==> src/rtl/exit_park_pkg.sv <==
// Shared sizing, parameter defaults and helpers for the exit_park slot tracker.
package exit_park_pkg;

    localparam int SLOTS = 8;
    localparam int TOK_W = 3;
    localparam int CNT_W = 4;

    localparam logic [TOK_W-1:0] KEY_DEF      = 3'b110;
    localparam logic [SLOTS-1:0] INIT_OCC_DEF = 8'hFF;

    // Number of free (zero) slots in an occupancy vector.
    function automatic logic [CNT_W-1:0] count_free(input logic [SLOTS-1:0] occ);
        logic [CNT_W-1:0] n;
        n = '0;
        for (int i = 0; i < SLOTS; i++) begin
            if (!occ[i]) n = n + 1'b1;
        end
        return n;
    endfunction

endpackage

==> src/rtl/exit_park_free_finder.sv <==
// Lowest-index free-slot priority encoder; found=0 when every slot is taken.
module exit_park_free_finder
    import exit_park_pkg::*;
(
    input  logic [SLOTS-1:0] occ,
    output logic [TOK_W-1:0] idx,
    output logic             found
);

    // Scan from the top down so the lowest free index wins last.
    always_comb begin
        idx   = '0;
        found = 1'b0;
        for (int i = SLOTS - 1; i >= 0; i--) begin
            if (!occ[i]) begin
                idx   = TOK_W'(i);
                found = 1'b1;
            end
        end
    end

endmodule

==> src/rtl/exit_park.sv <==
// Parking slot tracker: validates keyed exits, grants the lowest free slot on
// entry. Optional reject counter built when EXIT_PARK_STATS_EN is defined.
module exit_park
    import exit_park_pkg::*;
#(
    parameter logic [TOK_W-1:0] KEY      = KEY_DEF,
    parameter logic [SLOTS-1:0] INIT_OCC = INIT_OCC_DEF
) (
    input  logic             clk,
    input  logic             reset,
    input  logic             exit,
    input  logic [TOK_W-1:0] token,
    input  logic [TOK_W-1:0] pattern,
    input  logic             enter,
    output logic [SLOTS-1:0] park_location,
    output logic             exit_ok,
    output logic             exit_err,
    output logic [TOK_W-1:0] enter_slot,
    output logic             enter_ok,
`ifdef EXIT_PARK_STATS_EN
    output logic [7:0]       reject_count,
`endif
    output logic             full,
    output logic [CNT_W-1:0] free_count
);

    logic [TOK_W-1:0] free_idx;
    logic             free_found;
    logic             exit_valid;
    logic             exit_bad;
    logic             enter_go;
    logic [SLOTS-1:0] clr_mask;
    logic [SLOTS-1:0] set_mask;

    // Search runs on the pre-edge vector, so a slot freed this cycle is not reused.
    exit_park_free_finder u_finder (
        .occ   (park_location),
        .idx   (free_idx),
        .found (free_found)
    );

    // Decode requests against the current occupancy.
    always_comb begin
        exit_valid = exit && (pattern == (token ^ KEY)) && park_location[token];
        exit_bad   = exit && !exit_valid;
        enter_go   = enter && free_found;
        clr_mask   = '0;
        set_mask   = '0;
        if (exit_valid) clr_mask[token]    = 1'b1;
        if (enter_go)   set_mask[free_idx] = 1'b1;
    end

    // Occupancy, pulses and granted slot; reset wins over any request.
    always_ff @(posedge clk) begin
        if (reset) begin
            park_location <= INIT_OCC;
            enter_slot    <= '0;
            exit_ok       <= 1'b0;
            exit_err      <= 1'b0;
            enter_ok      <= 1'b0;
        end else begin
            park_location <= (park_location & ~clr_mask) | set_mask;
            exit_ok       <= exit_valid;
            exit_err      <= exit_bad;
            enter_ok      <= enter_go;
            if (enter_go) enter_slot <= free_idx;
        end
    end

`ifdef EXIT_PARK_STATS_EN
    // Saturating count of rejected exits.
    always_ff @(posedge clk) begin
        if (reset)                              reject_count <= '0;
        else if (exit_bad && reject_count != 8'hFF) reject_count <= reject_count + 8'd1;
    end
`endif

    assign full       = (park_location == {SLOTS{1'b1}});
    assign free_count = count_free(park_location);

endmodule

==> config.mk <==
export PLATFORM = sky130hd
export DESIGN_NAME = exit_park
export DESIGN_NICKNAME = d
export VERILOG_FILES = /design/src/rtl/exit_park_pkg.sv /design/src/rtl/exit_park_free_finder.sv /design/src/rtl/exit_park.sv
export SDC_FILE = /design/constraint.sdc
export NUM_CORES = 1
export LEC_CHECK = 0
export BUFFER_PORTS_ARGS = -buffer_cell sky130_fd_sc_hd__buf_2
export CORE_MARGIN = 5
export CORE_UTILIZATION = 58
export CTS_BUF_LIST = sky130_fd_sc_hd__clkbuf_4 sky130_fd_sc_hd__clkbuf_8
export DETAILED_ROUTE_END_ITERATION = 8
export PLACE_DENSITY = 0.95
export REMOVE_ABC_BUFFERS = 1
export SETUP_SLACK_MARGIN = 0.5
export SKIP_CTS_REPAIR_TIMING = 1
export SLEW_MARGIN = 10
export SYNTH_ARGS = -nofsm -noshare
export SYNTH_HDL_FRONTEND = slang
export SYNTH_SLANG_ARGS = --single-unit
==> constraint.sdc <==
create_clock -name clk -period 12 [get_ports clk]
set_clock_uncertainty 0.05 [all_clocks]
set_input_delay 0.6 -clock clk [delete_from_list [all_inputs] [get_ports clk]]
set_output_delay 0.6 -clock clk [all_outputs]
set_load 0.05 [all_outputs]
==> summary.md <==
| Metric | Value |
|---|---|
| Result of the run | `finished clean` |
| Maximum level of the CTS H-tree | `1` |
| Combined flip-flop and latch cell area | `280 um2` |
| Post-synthesis instance area | `1290 um2` |
| Wire length of the first global-routing pass | `4.83 mm` |
| CTS tree | `built` |
| Core outline area | `2170 um2` |
| F_max | `0.181 GHz` |
| Worst setup SP type | `flip-flop` |
| Antenna violations before repair | `0` |
| Setup-violating endpoint count in the final report | `0` |
| Clock root buffer master | `clkbuf_4` |
| Setup slack after layout | `around 6.5 ns` |
| Residual overflow from global routing | `0` |
| Leading area contributor after synthesis | `dfxtp_1` |
| Num Clock Sinks | `14` |
| Slew at the pin closest to its max-slew limit | `0.586 ns` |
| Pre-CTS setup slack | `6.76 ns` |
| DR pass1 iterations | `4` |
| N_diodes | `0` |
| Drt initial violations | `20` |
| Data required time of the worst path | `11.35 ns` |
| Cell count after synthesis | `157` |
| CP cell instances | `inv_1 > ha_1 > xnor2_1 > ha_1 > nand2_1 > nand2_1 > ha_1 > nor2_1 > a31oi_1 > ha_1 > nand2b_1 > a32o_1 > inv_1 > ha_1 > nor2b_1 > xnor3_1 > a2111oi_2 > nor3_1 > xor2_1 > buf_2` |
| Worst reg-to-reg setup slack | `9.66 ns` |
| Number of nets with antenna violations after routing | `0` |
| Final cycle utilization of the critical path | `0.462` |
| Synthesized-area fraction occupied by and/or/nand/nor cells | `0.258` |
| Pin count of the biggest net entering global routing | `20` |
| Switching share of power | `0.277` |
| Setup TNS after final layout | `0 ns` |
| Die H | `57.2 um` |
| Final weighted congestion of routability-driven global placement | `0.898` |
| Number of remaining DRC errors | `0` |
| Final core utilization | `0.661` |
| Post-synthesis sequential area ratio | `0.217` |
| Filler Cells Inserted | `207` |
| Path type of the worst setup path | `flip-flop to output port` |
| Worst VDD drop | `0.104 mV` |
| Area contributors post-synth | `dfxtp_1, ha_1, xnor2_1` |
| Critical path data arrival time | `a little under 5 ns` |
| Row cnt | `17` |
| Type of the tightest min-delay check | `flip-flop to flip-flop` |
| Final number of hold-violating endpoints | `0` |
| Post-synthesis share of cell area spent on full adders, half adders and majority gates | `0.0679` |
| Sum of net half-perimeters after detailed placement | `2.22 mm` |
| Critical Path Most Common Cell | `ha_1` |
| Internal power of the cells | `71.0 uW` |
| Via count of the first global-routing pass | `approximately 1,100` |
| DP Area | `1400 um2` |
| DIE AREA | `3270 um2` |
| Fraction of final layout cells sized beyond drive strength 1 | `0.220` |
| Max capacitance violation total | `0` |
| Number of nets in the layout | `a little under 200` |
| Post-DR wirelength/cell | `13.8 um` |
| Clock transition at the register clock pins on the worst setup and hold paths after CTS | `approximately 0.080 ns` |
| Share of total power in the clock network | `0.349` |
| Number of placed I/O pins | `29` |
| Critical-path cell with the highest stage delay | `dfxtp_1` |
| Combinational share of power | `0.166` |
| Synth Flop Type | `dfxtp_1` |
| Total Routing Usage GR | `0.184` |
| Cts bufs inserted | `3` |
| Yosys warns | `0` |
| Count of buffers from port buffering | `28` |
| Width of the chip | `roughly 57 um` |
| Register bit count reported by yosys | `14` |
| Effective utilization at floorplan | `0.595` |
| Power density relative to cell area | `68.5 nW/um2` |
| Per-cell via count in the routed design | `approximately 5.8` |
| Net switching power | `27.2 uW` |
| Area of the multi-input gates | `916 um2` |
| Fraction of the mapped netlist area in compound gates | `0.214` |
| Shortest period the worst path allows | `5.54 ns` |
| Total length of routed wires | `2.83 mm` |
| Syn Area/Cell | `about 8.2 um2` |
| Proportion of synthesized area in mux cells | `0.0320` |
| Sequential cell fraction of total power | `0.485` |
| Vias after detailed routing | `about 1,200` |
| Slowest stage delay, CP | `0.49 ns` |
| Combinational family with the most area after synthesis | `simple AND/OR/NAND/NOR gates` |
| RSZ-0062 raised after global routing | `no` |
| Fraction of registers with async set/reset | `0` |
| Proportion of netlist area held by the largest area contributor | `0.217` |
| Post-synthesis share of cell area spent on xor and xnor gates | `0.138` |
| Clock insertion delay at the later pin of the skew report | `around 0.29 ns` |
| Headroom to the max-slew limit | `0.609` |
| Slew Limit Fails | `0` |
| Leakage power summed over all cells | `roughly 0.00071 uW` |
| Unique masters post-synth | `50` |
| Critical path fanouts, max | `9` |
| Post-synth EDFFs | `0` |
| Bufs on Longest Clock Path | `2` |
| Final hold slack | `approximately 0.43 ns` |
| Final std cell area, no fill | `1430 um2` |
| Kind of end point of the critical path | `output port` |
| P&R area growth vs syn | `11.2%` |
[path summary, 6_finish.rpt]
kind / from / end / depth (start not counted)
max: park_location[0] / free_count[3] / 20
min: enter_slot[1] / enter_slot[1] / 2
max reg2reg: park_location[2] / exit_err / 5
min reg2reg: enter_slot[1] / enter_slot[1] / 2
[power groups by stage]
stage,sequential (uW),clock [uW],combinational (uW)
after floorplan,50.6,0,8.48
after global placement,48.7,0,15.6
after detailed placement,48.8,0,16.2
after CTS,47.7,35.1,16.3
after global routing,47.8,37.8,17.8
final,47.7,34.2,16.3
[metrics by stage]
| step | total power [uW] | std cells |
|---|---|---|
| finish | 98.2 | 205 |
| global route | 103 | 205 |
| CTS | 99.1 | 205 |
| detailed placement | 64.9 | 201 |
| global placement | 64.3 | 201 |
| floorplan | 59.1 | 145 |
[final cells by class]
cell class / instances / area share
multi-input cells: 124 / 0.639
repair buffers: 28 / 0.0977
inverters: 7 / 0.0183
well taps: 28 / 0.0244
clock buffers: 4 / 0.0253
flip-flops and latches: 14 / 0.195
[Yosys cell counts (all sizes together) (4+ instances only)]
cell / n
xor2: 5
nor2b: 8
a21oi: 9
buf: 8
nor2: 11
dfxtp: 14
nand2: 14
nand3: 4
xnor2: 8
nand2b: 6
a31oi: 4
o21ai: 6
clkbuf: 4
inv: 7
ha: 7
[kinds of logic after synthesis]
| family | count (synthesis) |
|---|---|
| compound gates | 38 |
| xor+xnor | 15 |
| fa+ha+maj | 7 |
| buf+inv | 19 |
| flops | 14 |
| mux | 4 |
| simple gates | 60 |
[sequential cells by signal, indices dropped and copies added, names as in the netlist]
name,cells
park_location,8
enter_slot,3
enter_ok,1
exit_err,1
exit_ok,1
[cell usage in the layout, fill, tap and decap left out, types with 4 or more instances in the layout]
| master | instances |
|---|---|
| a21oi_1 | 9 |
| nand2_1 | 13 |
| buf_2 | 28 |
| nor2b_1 | 8 |
| dfxtp_1 | 14 |
| xnor2_1 | 7 |
| a31oi_1 | 4 |
| ha_1 | 7 |
| xor2_1 | 5 |
| inv_1 | 6 |
| nor2_1 | 11 |
| nand2b_1 | 6 |
| nand3_1 | 4 |
[layer usage]
metal | track usage | part of all wire | vias to the layer above
li1 | - | - | 605
met1 | 0.227 | 0.44 | 549
met2 | 0.320 | 0.49 | 34
met3 | 0.0498 | 0.058 | 4
met4 | 0.0397 | 0.010 | 0
met5 | 0 | 0 | -
[worst max-delay path: cells and delay by family, from the launching register on]
family | cells | cell delay, ns
xor+xnor | 3 | 0.78
flops | 1 | 0.49
buf+inv | 3 | 0.45
simple gates | 6 | 0.54
compound gates | 3 | 0.86
fa+ha+maj | 5 | 1.50
No activity file was read; power rests on OpenSTA's default activity.
